==> src/rtl/aes_key_scheduler.sv <==
// On-the-fly AES-128 round-key generator.
// Produces one round key per request by time-sharing an external synchronous
// S-box: the four SubWord lookups are issued one byte per cycle, then the
// whole next key is formed in a single combinational step.
module aes_key_scheduler #(
  parameter int NROUNDS = 10
) (
  input  logic         int_osc,
  input  logic         reset,
  input  logic         start,
  input  logic [127:0] key,
  input  logic         add,
  output logic [7:0]   sbox_addr,
  input  logic [7:0]   sbox_data,
  output logic [127:0] nextkey,
  output logic         complete,
  output logic [3:0]   round,
  output logic         busy
);

  typedef enum logic [2:0] {
    IDLE,
    READY,
    SUB0,
    SUB1,
    SUB2,
    SUB3,
    CAP,
    CALC
  } state_t;

  state_t      state;
  state_t      state_next;
  logic [31:0] subword;
  logic [31:0] w0, w1, w2, w3;
  logic [31:0] rot_w3;
  logic [31:0] temp;
  logic [31:0] w4, w5, w6, w7;
  logic        can_advance;

  // Round constant for a 1-based round index: 01 doubled in GF(2^8) per round.
  function automatic logic [7:0] rcon_of(input logic [3:0] idx);
    logic [7:0] rc;
    rc = 8'h01;
    for (int i = 2; i < 16; i++) begin
      if (i <= int'(idx)) begin
        rc = {rc[6:0], 1'b0} ^ (rc[7] ? 8'h1b : 8'h00);
      end
    end
    return rc;
  endfunction

  assign w0     = nextkey[127:96];
  assign w1     = nextkey[95:64];
  assign w2     = nextkey[63:32];
  assign w3     = nextkey[31:0];
  assign rot_w3 = {w3[23:0], w3[31:24]};

  // The last round key is held once reached; further requests do nothing.
  assign can_advance = (round < 4'(NROUNDS));

  assign temp = subword ^ {rcon_of(round + 4'd1), 24'h000000};
  assign w4   = w0 ^ temp;
  assign w5   = w1 ^ w4;
  assign w6   = w2 ^ w5;
  assign w7   = w3 ^ w6;

  // State register.
  always_ff @(posedge int_osc or negedge reset) begin
    if (!reset) begin
      state <= IDLE;
    end else begin
      state <= state_next;
    end
  end

  // Next-state and outputs; start overrides everything, including add.
  always_comb begin
    state_next = state;
    sbox_addr  = 8'h00;
    complete   = 1'b0;
    busy       = 1'b0;
    case (state)
      IDLE: begin
        state_next = IDLE;
      end
      READY: begin
        complete = 1'b1;
        if (add && can_advance) begin
          state_next = SUB0;
        end
      end
      SUB0: begin
        busy       = 1'b1;
        sbox_addr  = rot_w3[31:24];
        state_next = SUB1;
      end
      SUB1: begin
        busy       = 1'b1;
        sbox_addr  = rot_w3[23:16];
        state_next = SUB2;
      end
      SUB2: begin
        busy       = 1'b1;
        sbox_addr  = rot_w3[15:8];
        state_next = SUB3;
      end
      SUB3: begin
        busy       = 1'b1;
        sbox_addr  = rot_w3[7:0];
        state_next = CAP;
      end
      CAP: begin
        busy       = 1'b1;
        sbox_addr  = rot_w3[7:0];
        state_next = CALC;
      end
      CALC: begin
        busy       = 1'b1;
        state_next = READY;
      end
      default: begin
        state_next = IDLE;
      end
    endcase
    if (start) begin
      state_next = READY;
    end
  end

  // S-box results arrive one cycle after their address, so each byte is
  // taken on the edge leaving the state after the one that issued it.
  always_ff @(posedge int_osc or negedge reset) begin
    if (!reset) begin
      subword <= 32'h0;
    end else begin
      case (state)
        SUB1:    subword[31:24] <= sbox_data;
        SUB2:    subword[23:16] <= sbox_data;
        SUB3:    subword[15:8]  <= sbox_data;
        CAP:     subword[7:0]   <= sbox_data;
        default: subword        <= subword;
      endcase
    end
  end

  // Round key and index: reload on start, advance only when leaving CALC.
  always_ff @(posedge int_osc or negedge reset) begin
    if (!reset) begin
      nextkey <= 128'h0;
      round   <= 4'd0;
    end else if (start) begin
      nextkey <= key;
      round   <= 4'd0;
    end else if (state == CALC) begin
      nextkey <= {w4, w5, w6, w7};
      round   <= round + 4'd1;
    end
  end

endmodule

==> config.mk <==
export PLATFORM = sky130hd
export DESIGN_NAME = aes_key_scheduler
export DESIGN_NICKNAME = d
export VERILOG_FILES = /design/src/rtl/aes_key_scheduler.sv
export SDC_FILE = /design/constraint.sdc
export NUM_CORES = 1
export LEC_CHECK = 0
export BUFFER_PORTS_ARGS = -buffer_cell sky130_fd_sc_hd__buf_2
export CORE_MARGIN = 2
export CORE_UTILIZATION = 49
export CTS_CLUSTER_SIZE = 30
export DETAILED_ROUTE_END_ITERATION = 8
export GPL_TIMING_DRIVEN = 1
export PLACE_DENSITY = 0.78
export SLEW_MARGIN = 0
export SYNTH_ARGS = -nofsm -noshare
export SYNTH_HDL_FRONTEND = slang
export SYNTH_SLANG_ARGS = --single-unit
==> constraint.sdc <==
create_clock -name int_osc -period 4.7 [get_ports int_osc]
set_input_delay 0.235 -clock int_osc [delete_from_list [all_inputs] [get_ports int_osc]]
set_output_delay 0.235 -clock int_osc [all_outputs]
set_load 0.01 [all_outputs]
==> impl_metrics.tcl, run 1 <==
set metrics [dict create \
    run_status "finished, final reports clean" \
    worstHoldEndpoint "nextkey[12]$_DFFE_PN0P_" \
    die_area_um2 22790 \
    synthesis.nets 1323 \
    antenna_left 0 \
    minimum_clock_period_ns 4.613 \
    post_layout_instance_area_um2 13750 \
    place_inst 1750 \
    post_synth_edffs 0 \
    timing.hold.worst.class "in2reg" \
    path_clk_slew_ns 0.07 \
    rows 53 \
    postRouteWirelength_um 35980 \
    reg2reg_setup_slack_ns 0.09 \
    timing.critical_path.from_type "flop" \
    final_layout_size_suffix_gt1_share_pct 33.27 \
    powerDensity_nw_per_um2 345.8 \
    clk_path_buf_depth 2 \
    utilization_pct 65.20 \
    vias 10120 \
    cts_num_sinks 167 \
    hold_depth 3 \
    dr.pass1.iters 5 \
    route.detailed.vias_per_inst 5.580 \
    dp_hpwl_um 26310 \
    track_usage_pct 30.89 \
    max_freq_mhz 216.8 \
    portBuffers 281 \
    die_width_um 151.0 \
    worstRegToRegCells 21 \
    routability_driven_placement_congestion_ratio 0.9396 \
    synthesized_area_fraction_occupied_by_adder_cells_pct 0.8276 \
    die_height_um 151.0 \
    global_route_wire_length_before_repair_um 53530 \
    report.final.hold_viol_count 0 \
    ys_ff_latch 167 \
    synth.distinct_cells 87 \
    main_combinational_cell_family_by_area_after_synthesis "XOR/XNOR gates" \
    static-leakage-power_nw 6.220 \
    synth_compound_area_share_pct 17.26 \
    final_net_count 1664 \
    drcViolationCount 0 \
    cts_tree "built" \
    fill_cells 1743 \
    synth_ff_type "dfrtp_1" \
    hp-start "key[12]" \
    synthMuxAreaShare_pct 5.640 \
    post_synth_instance_area_um2 10580 \
    timing.final.setup_violations 0 \
    power.total_mw 4.755 \
    ys.warnings.count 0 \
    globalRoute.totalOverflow 0 \
    netlist_top_cells_area "dfrtp_1 39%, xnor2_1 8.9%, xor2_1 8.0%" \
    finalCritPeriodShare_pct 98.16 \
    grt_setup_unrepaired "yes" \
    tightestPinTransition_ns 0.9993 \
    syn_area_per_cell_um2 8.999 \
    drt-initial-drc-count 715 \
    post-synth-top-area-fraction_pct 39.49 \
    asyncSetResetFlopFracSynth_pct 100.0 \
    layout-area-overhead-vs-synth_pct 29.91 \
    final_cell_count_no_fill 1814 \
    worstPathArrival_ns 4.96 \
    end_kind "flop" \
    clock_insertion_delay_at_the_later_pin_of_the_skew_report_ns 0.43 \
    placed_area_um2 12750 \
    maximum_number_of_pins_on_one_net_before_global_route_repair 98 \
    critical_path_class "reg2reg" \
    sequential_area_share_after_synthesis_pct 39.49 \
    antenna_violations_before_repair 2 \
    synth_xor_area_share_pct 18.75 \
    total_number_of_h_tree_levels 4 \
    regToRegEndpoint "nextkey[92]$_DFFE_PN0P_" \
    postSynthCellCount 1176 \
    crit_fanout 12 \
    synth-simple-area-share_pct 14.68 \
    routedWlPerCell_um 19.83 \
    synth_area_leader_cell "dfrtp_1" \
    cts_made_buffers 17 \
    timing.rr.start "round[1]$_DFFE_PN0P_" \
    worst_ir_drop_vdd_v 0.0002633 \
    worst-endpoint-required_ns 5.05 \
    io_count 282 \
    cts.root.buffer_cell "clkbuf_16" \
    number_of_global_route_vias_before_repair 9738 \
    fin_skew_ns 0.01110 \
    slew_violations 0 \
    floorplan.initialDensity_pct 50.18 \
    final.hold.worst_slack_ns 0.009542 \
    maxCapViolCount 0 \
    maxSlewHeadroom_pct 33.38 \
    floorplan.core_area_um2 21090 \
]
-- cells in the mapped netlist (all sizes together) (3+ instances only) --
master   instances
a211oi           8
a21o             3
a21oi           48
a22o             8
a22oi            3
a311oi           4
a31oi           14
a32oi            3
and2             8
and3             7
buf             15
clkbuf          55
dfrtp          167
ha               7
inv             13
mux2            37
mux2i           16
nand2          180
nand2b           3
nand3           19
nand3b           4
nand4            8
nor2           103
nor3             7
o2111ai          3
o211ai          11
o21a             3
o21ai          149
o221ai           3
o22ai            4
or2              6
or3             11
xnor2          109
xnor3            4
xor2            98
-- through the flow --
stage | TNS [ns] | worst slack [ns]
after detailed placement | -0.003148 | -0.003148
after global routing | -0.5974 | -0.1080
after floorplan | 0 | 0.02099
after global placement | 0 | 0.04990
final | 0 | 0.08667
after CTS | 0 | 0.03184
-- cell usage in the layout (no fill, tap or decap), types with 4 or more instances in the layout --
cell type      instances
a211oi_2               5
a21oi_1               47
a22o_1                 8
a31oi_1               12
and2_1                 7
and3_1                 6
buf_2                279
buf_4                 95
buf_6                  4
clkbuf_16             17
clkinvlp_4             4
dfrtp_1              166
diode_2                9
dlygate4sd3_1         11
inv_1                 10
inv_8                  4
mux2_2                36
mux2i_1               13
nand2_1              179
nand3_1               18
nand3b_1               4
nand4_1                8
nor2_1               100
nor3_1                 4
o211ai_1               9
o21ai_0              139
o21ai_1                9
o22ai_1                4
or3_1                 10
xnor2_1              105
xnor3_1                4
xor2_1                96
-- worst max-delay path, stage by stage, from the launching register on --
cell and delay, ns:
dfrtp_1 0.38, buf_4 0.19, nand3b_1 0.16, a41oi_4 0.15, or3_4 0.40, inv_4 0.07
ha_4 0.20, nand2b_4 0.14, o31a_1 0.10, o221ai_1 0.16, a21oi_1 0.08, a221o_1 0.32
a311oi_2 0.36, o211ai_4 0.20, a22oi_2 0.27, nor2_1 0.09, a211oi_2 0.32, mux2i_4 0.12
buf_6 0.15, xor2_1 0.17, or3_1 0.33, a31oi_1 0.16
-- report_power, final --
group          switching (mW)  internal, mW
combinational           0.701         0.682
clock                   0.670         0.754
sequential              0.276          1.67
-- per-layer routing --
| metal | up-vias | global-route usage, % | share of wire [%] |
|---|---|---|---|
| li1 | 4745 | - | - |
| met5 | - | 0 | 0.022 |
| met2 | 442 | 49.84 | 48 |
| met4 | 2 | 12.48 | 3.3 |
| met1 | 4857 | 40.15 | 41 |
| met3 | 76 | 7.380 | 7.3 |
-- how the worst max path moves through the flow --
stage,start,slack [ns],end
2_1_floorplan,round[0]$_DFFE_PN0P_,0.02,nextkey[29]$_DFFE_PN0P_
3_3_place_gp,round[0]$_DFFE_PN0P_,0.05,nextkey[29]$_DFFE_PN0P_
3_5_place_dp,round[0]$_DFFE_PN0P_,-0.003,nextkey[26]$_DFFE_PN0P_
4_1_cts,round[0]$_DFFE_PN0P_,0.03,nextkey[26]$_DFFE_PN0P_
5_1_grt,round[0]$_DFFE_PN0P_,-0.11,nextkey[92]$_DFFE_PN0P_
6_report,round[1]$_DFFE_PN0P_,0.09,nextkey[92]$_DFFE_PN0P_
-- cell families after synthesis --
family | Yosys count
xor gates and xnor gates | 213
and+or+nand+nor | 362
buffers and inverters | 83
adders and majority gates | 7
muxes | 53
DFF | 167
AOI/OAI and AO/OA | 291
-- flip-flops by register name (all words and copies together), names as in the netlist --
register / flops
state: 3
round: 4
subword: 32
nextkey: 128
-- area by class of cell --
cell class	instances	area, um^2	area share (%)
Multi-Input combinational cell	926	6240	45.39
Sequential cell	167	4180	30.41
Timing Repair Buffer	392	2320	16.87
Clock buffer	17	425.4	3.094
Tap cell	275	344.1	2.503
Clock inverter	15	165.2	1.201
Inverter	13	51.30	0.3731
Antenna cell	9	22.52	0.1638
-- repair_timing --
action	in CTS	in global routing
resized for setup	3	35
endpoints found under the hold margin	92	0
pin swaps	1	16
setup endpoints to repair	5	30
hold buffers	11	0
buffers inserted	0	12
Note: power is estimated with default switching activity, not from simulation.
==> run 2: changes to the inputs <==
--- a/config.mk
+++ b/config.mk
@@ -5,13 +5,14 @@
 export SDC_FILE = /design/constraint.sdc
 export NUM_CORES = 1
 export LEC_CHECK = 0
+export ABC_AREA = 1
 export BUFFER_PORTS_ARGS = -buffer_cell sky130_fd_sc_hd__buf_2
 export CORE_MARGIN = 2
-export CORE_UTILIZATION = 49
+export CORE_UTILIZATION = 48
 export CTS_CLUSTER_SIZE = 30
 export DETAILED_ROUTE_END_ITERATION = 8
 export GPL_TIMING_DRIVEN = 1
-export PLACE_DENSITY = 0.78
+export PLACE_DENSITY = 0.77
 export SLEW_MARGIN = 0
 export SYNTH_ARGS = -nofsm -noshare
 export SYNTH_HDL_FRONTEND = slang
==> impl_metrics.tcl, run 2 <==
set metrics [dict create \
    run_status "finished, final reports clean" \
    timing.rr.start "round[1]$_DFFE_PN0P_" \
    ys_ff_latch 167 \
    total_number_of_h_tree_levels 4 \
    cts.root.buffer_cell "clkbuf_16" \
    grt.busiest_layer "met2" \
    post_synth_instance_area_um2 10290 \
    timing.final.setup_violations 0 \
    io_count 282 \
    synth.distinct_cells 43 \
    rows 53 \
    max_freq_mhz 233.6 \
    internal_power_mw 4.239 \
    track_usage_pct 29.91 \
    routedWlPerCell_um 17.84 \
    die_width_um 150.4 \
    ys.warnings.count 0 \
    end_kind "flop" \
    dp_hpwl_um 25330 \
    postRouteWirelength_um 34140 \
    routability_driven_placement_congestion_ratio 0.9244 \
    portBuffers 281 \
    leading_cell_types_in_the_layout_fill_and_taps_excluded "320 x nand2_1, 279 x buf_2, 179 x o21ai_0" \
    postSynthCellCount 1367 \
    critical_path_class "reg2reg" \
    clock_insertion_delay_at_the_later_pin_of_the_skew_report_ns 0.44 \
    number_of_global_route_vias_before_repair 9749 \
    synthMostInstantiatedCell "nand2_1" \
    report.final.hold_viol_count 0 \
    dr.pass1.iters 7 \
    minimum_clock_period_ns 4.281 \
    sequential_area_share_after_synthesis_pct 40.62 \
    vias 10540 \
    switching_power_mw 3.642 \
    critical-path-top-cell-by-count "nand2_1" \
    cts_tree "built" \
    synth_area_leader_cell "dfrtp_1" \
    maxCapViolCount 0 \
    crit_fanout 8 \
    drcViolationCount 0 \
    route.detailed.vias_per_inst 5.509 \
    power.total_mw 7.881 \
    layout-area-overhead-vs-synth_pct 22.46 \
    utilization_pct 59.94 \
    powerDensity_nw_per_um2 625.5 \
    tightestPinTransition_ns 0.9923 \
    floorplan.initialDensity_pct 48.94 \
    regMostFlops "nextkey" \
    synthesis.nets 1514 \
    timing.critical_path.max_delay_family "simple AND/OR/NAND/NOR gates" \
    globalRoute.totalOverflow 0 \
    clockPowerShare_pct 18.5 \
    reg2reg_setup_slack_ns 0.42 \
    most_frequent_standard_cell_in_the_layout_excluding_fill_and_tap_cells "nand2_1" \
    final_net_count 1771 \
    final_layout_size_suffix_gt1_share_pct 24.25 \
    syn_area_per_cell_um2 7.526 \
    sw_frac_of_total_pct 46.21 \
    worst_ir_drop_vdd_v 0.0002790 \
    synth_top_cells_by_count "320 x nand2_1, 179 x o21ai_0, 167 x dfrtp_1" \
    use_met2_pct 48.27 \
    hp-start "key[51]" \
    critical-path-slowest-cell "dfrtp_2" \
    global_route_wire_length_before_repair_um 52680 \
    fill_cells 1905 \
    finalCritPeriodShare_pct 91.09 \
    maxSlewHeadroom_pct 33.85 \
    drt-initial-drc-count 866 \
    asyncSetResetFlopFracSynth_pct 100.0 \
    antenna_violations_before_repair 5 \
    biggestRegsByFlops "nextkey x128, subword x32, round x4" \
    worstHoldEndpoint "nextkey[51]$_DFFE_PN0P_" \
    cts_made_buffers 17 \
    grtUsageMet1_pct 40.05 \
    timing.critical_path.from_type "flop" \
    path_clk_slew_ns 0.08 \
    largest_register_ffs 128 \
    timing.hold.worst.class "in2reg" \
    fin_skew_ns 0.01375 \
    synth_ff_type "dfrtp_1" \
    slew_violations 0 \
    die_area_um2 22620 \
    timing.critical_path.slowest_cell_delay_ns 0.46 \
    post_synth_edffs 0 \
    cts_num_sinks 167 \
    grt.met3_usage_pct 6.182 \
    post-synth-top-area-fraction_pct 40.62 \
    static-leakage-power_nw 6.437 \
    die_height_um 150.4 \
    maximum_number_of_pins_on_one_net_before_global_route_repair 104 \
    worstRegToRegCells 33 \
    hold_depth 3 \
    grt_setup_unrepaired "no" \
    netlist_top_cells_area "dfrtp_1 41%, nand2_1 12%, o21ai_0 8.7%" \
    antenna_left 0 \
    combinationalPowerShare_pct 48.9 \
    seq_power_share_pct 32.6 \
    clk_path_buf_depth 2 \
    path_buf_inv 6 \
    regToRegEndpoint "nextkey[56]$_DFFE_PN0P_" \
    worstPathArrival_ns 4.60 \
    floorplan.core_area_um2 21020 \
    setup-tns-final_ns 0 \
    worst-endpoint-required_ns 5.01 \
]
run 2: cell types whose count changed after synthesis, sizes merged, moves of 14 or more:
cell    previous run  this run
a31oi             14         0
inv               13       146
mux2              37         0
mux2i             16         0
nand2            180       341
nand3             19       157
nor2             103        52
o211ai            11        52
o21a               3        24
o21ai            149       190
o22ai              4        20
xnor2            109        32
xor2              98        50
run 2: kinds of logic (layout without fill, tap and decap cells):
logic type	after synthesis	after routing	synth area share (%)
simple gates	570	570	25.30
fa+ha+maj	7	7	0.8512
flops	167	167	40.62
buf+inv	209	479	7.722
compound gates	332	332	18.53
xor+xnor	82	82	6.980
other cells	0	2	0
run 2: worst max path at each step:
stage	from	endpoint	slack (ns)	depth (start not counted)
floorplan	round[0]$_DFFE_PN0P_	nextkey[27]$_DFFE_PN0P_	0.63	36
global placement	round[0]$_DFFE_PN0P_	nextkey[25]$_DFFE_PN0P_	0.24	34
detailed placement	round[0]$_DFFE_PN0P_	nextkey[25]$_DFFE_PN0P_	0.1	34
CTS	round[0]$_DFFE_PN0P_	nextkey[25]$_DFFE_PN0P_	0.05	34
global route	round[1]$_DFFE_PN0P_	nextkey[56]$_DFFE_PN0P_	0.03	33
finish	round[1]$_DFFE_PN0P_	nextkey[56]$_DFFE_PN0P_	0.42	33
run 2: layout make-up:
cell class                      count  area (um^2)  share of cell area (%)
Multi-Input combinational cell    991         5351                   42.47
Sequential cell                   167         4182                   33.19
Timing Repair Buffer              297         1538                   12.20
Inverter                          150        576.8                   4.578
Clock buffer                       17        425.4                   3.376
Tap cell                          275        344.1                   2.731
Clock inverter                     15        177.7                   1.410
Antenna cell                        2        5.005                 0.03972
run 2: metrics by stage:
step | hold slack (ns) | instances | cell area, um^2 | setup slack, ns
after floorplan | -0.06059 | 1367 | 10290 | 0.6263
after global placement | 0.3690 | 1878 | 11950 | 0.2440
after detailed placement | 0.3762 | 1878 | 11950 | 0.09583
after CTS | 0.01267 | 1911 | 12560 | 0.05274
after global routing | 0.02536 | 1913 | 12600 | 0.02770
final | 0.01613 | 1914 | 12600 | 0.4189
run 2: worst register-to-register path, delay by kind of cell (launching register included):
family                     cells  cell delay, ns
DFF                            1            0.46
xor gates and xnor gates       1            0.21
and+or+nand+nor               20            2.04
AOI/OAI and AO/OA              4            0.48
buffers and inverters          6            0.51
adders and majority gates      2            0.45
run 2: power groups by stage:
stage,Sequential (mW),Clock [mW],Combinational [mW]
finish,2.57,1.46,3.85
global route,2.65,1.53,4.31
CTS,2.57,1.47,3.82
detailed placement,2.58,0,3.79
global placement,2.57,0,3.71
floorplan,2.66,0,2.35
run 2: layer usage:
metal / wire (um) / vias up
met2: 16570 / 428
met1: 14150 / 4985
met4: 994 / 4
met5: 21 / -
met3: 2405 / 70
li1: - / 5057
run 2: what timing repair did:
item                                   4_1_cts  5_1_grt
buffers inserted                             0        1
gates resized for setup                      0       10
hold buffers                                 1        0
setup endpoints to repair                    0       28
endpoints found under the hold margin       82        0
==> run 3: changes to the inputs <==
--- a/config.mk
+++ b/config.mk
@@ -7,6 +7,7 @@
 export LEC_CHECK = 0
 export ABC_AREA = 1
 export BUFFER_PORTS_ARGS = -buffer_cell sky130_fd_sc_hd__buf_2
+export CORE_ASPECT_RATIO = 1.2
 export CORE_MARGIN = 2
 export CORE_UTILIZATION = 48
 export CTS_CLUSTER_SIZE = 30
==> constraint.sdc (replaced) <==
create_clock -name int_osc -period 4.7 [get_ports int_osc]
set_input_delay 1.41 -clock int_osc [delete_from_list [all_inputs] [get_ports int_osc]]
set_output_delay 1.41 -clock int_osc [all_outputs]
set_load 0.01 [all_outputs]
==> impl_metrics.tcl, run 3 (synthesized netlist as in run 2, its figures left out) <==
set metrics [dict create \
    antenna_violations_before_repair 3 \
    postRouteWirelength_um 35170 \
    maximum_number_of_pins_on_one_net_before_global_route_repair 117 \
    floorplan.core_area_um2 20970 \
    finalCritPeriodShare_pct 89.87 \
    tightestPinTransition_ns 1.028 \
    timing.critical_path.from_type "flop" \
    critical-path-slowest-cell "dfrtp_2" \
    dr.pass1.iters 7 \
    static-leakage-power_nw 6.468 \
    largest_register_ffs 128 \
    timing.hold.worst.class "reg2reg" \
    drcViolationCount 0 \
    minimum_clock_period_ns 4.224 \
    maxSlewHeadroom_pct 31.47 \
    path_clk_slew_ns 0.07 \
    portBuffers 281 \
    timing.critical_path.depth 37 \
    vias 10620 \
    timing.critical_path.slowest_cell_delay_ns 0.45 \
    worst_ir_drop_vdd_v 0.0004511 \
    dp_hpwl_um 25850 \
    cts_num_sinks 167 \
    setup.worst_path.start "round[0]$_DFFE_PN0P_" \
    route.detailed.vias_per_inst 5.546 \
    global_route_wire_length_before_repair_um 53410 \
    maxCapViolCount 0 \
    drt-initial-drc-count 844 \
    clock_insertion_delay_at_the_later_pin_of_the_skew_report_ns 0.43 \
    most_frequent_standard_cell_in_the_layout_excluding_fill_and_tap_cells "nand2_1" \
    die_area_um2 22630 \
    number_of_global_route_vias_before_repair 9860 \
    slew_violations 0 \
    timing.rr.start "round[0]$_DFFE_PN0P_" \
    end_kind "flop" \
    rows 58 \
    io_count 282 \
    timing.critical_path.max_delay_family "simple AND/OR/NAND/NOR gates" \
    worstRegToRegCells 37 \
    track_usage_pct 30.95 \
    regToRegEndpoint "nextkey[30]$_DFFE_PN0P_" \
    timing.critical_path.to "nextkey[30]$_DFFE_PN0P_" \
    cts.root.buffer_cell "clkbuf_16" \
    powerDensity_nw_per_um2 633.0 \
    routability_driven_placement_congestion_ratio 0.9088 \
    power.total_mw 8.021 \
    report.final.hold_viol_count 0 \
    biggestRegsByFlops "nextkey x128, subword x32, round x4" \
    floorplan.initialDensity_pct 49.06 \
    crit_fanout 6 \
    path_buf_inv 4 \
    run_status "finished, final reports clean" \
    max_freq_mhz 236.7 \
    worstPathArrival_ns 4.54 \
    total_number_of_h_tree_levels 4 \
    globalRoute.totalOverflow 0 \
    regMostFlops "nextkey" \
    die_height_um 164.4 \
    final_cell_count_no_fill 1914 \
    cts_tree "built" \
    layout-area-overhead-vs-synth_pct 23.17 \
    critical-path-top-cell-by-count "nand2_1" \
    timing.final.setup_violations 0 \
    antenna_left 0 \
    setup-tns-final_ns 0 \
    reg2reg_setup_slack_ns 0.48 \
    worst-endpoint-required_ns 5.02 \
    final_layout_size_suffix_gt1_share_pct 24.50 \
    fill_cells 1872 \
    place_inst 1870 \
    leading_cell_types_in_the_layout_fill_and_taps_excluded "318 x nand2_1, 279 x buf_2, 179 x o21ai_0" \
    die_width_um 137.7 \
    routedWlPerCell_um 18.38 \
    fin_skew_ns 0.01415 \
    final_net_count 1775 \
    clk_path_buf_depth 2 \
    cts_made_buffers 17 \
    critical_path_class "reg2reg" \
    final.hold.worst_slack_ns 0.5127 \
]
run 3: cell types whose count changed in the layout (fill, tap and decap cells not counted), sizes merged, moves of 2 or more:
cell | before | now
inv | 156 | 150
buf | 296 | 301
bufinv | 1 | 3
clkbuf | 17 | 20
clkinvlp | 0 | 2
run 3: what timing repair did:
| item | CTS | global route |
|---|---|---|
| endpoints found under the setup margin | 0 | 32 |
| resized for setup | 0 | 11 |
| hold buffers | 0 | 0 |
| setup buffers | 0 | 9 |
run 3: worst min path at each step:
stage / to / startpoint / cells after the start
after floorplan: subword[24]$_DFFE_PN0N_ / subword[24]$_DFFE_PN0N_ / 2
final: subword[21]$_DFFE_PN0N_ / subword[21]$_DFFE_PN0N_ / 2
after global routing: subword[5]$_DFFE_PN0P_ / subword[5]$_DFFE_PN0P_ / 2
after detailed placement: subword[21]$_DFFE_PN0N_ / subword[21]$_DFFE_PN0N_ / 2
after CTS: subword[21]$_DFFE_PN0N_ / subword[21]$_DFFE_PN0N_ / 2
after global placement: subword[0]$_DFFE_PN0P_ / subword[0]$_DFFE_PN0P_ / 2
run 3: layout make-up:
| cell class | count | area (um^2) | area share (%) |
|---|---|---|---|
| multi-input combinational | 991 | 5356 | 42.27 |
| sequential | 167 | 4182 | 33.00 |
| timing repair buffer | 301 | 1590 | 12.55 |
| inverter | 150 | 576.8 | 4.552 |
| clock buffer | 20 | 456.7 | 3.604 |
| tap | 270 | 337.8 | 2.666 |
| clock inverter | 12 | 165.2 | 1.303 |
| antenna | 3 | 7.507 | 0.05924 |
run 3: per-layer routing:
metal  wire length, um  GRT usage (%)
met1             13820          37.97
met2             17450          52.56
met3              2623          7.397
met4              1248          11.81
met5                29              0
run 3: stage by stage:
step	setup WS, ns	instance area (um^2)	util [%]
2_1_floorplan	0.6263	10290	-
3_3_place_gp	0.2520	11940	56.94
3_5_place_dp	0.06579	11940	56.94
4_1_cts	0.03726	12560	59.91
5_1_grt	-0.02208	12660	60.39
6_report	0.4760	12670	60.42
run 3: power breakdown:
group / switching (mW) / internal [mW]
sequential: 0.537 / 2.03
combinational: 2.49 / 1.46
clock: 0.625 / 0.875
total: 3.66 / 4.36
run 3: tightest hold or removal path, stage by stage (launching register included):
cell and delay, ns:
dfrtp_1 0.36, nand2_1 0.06, o21ai_0 0.06
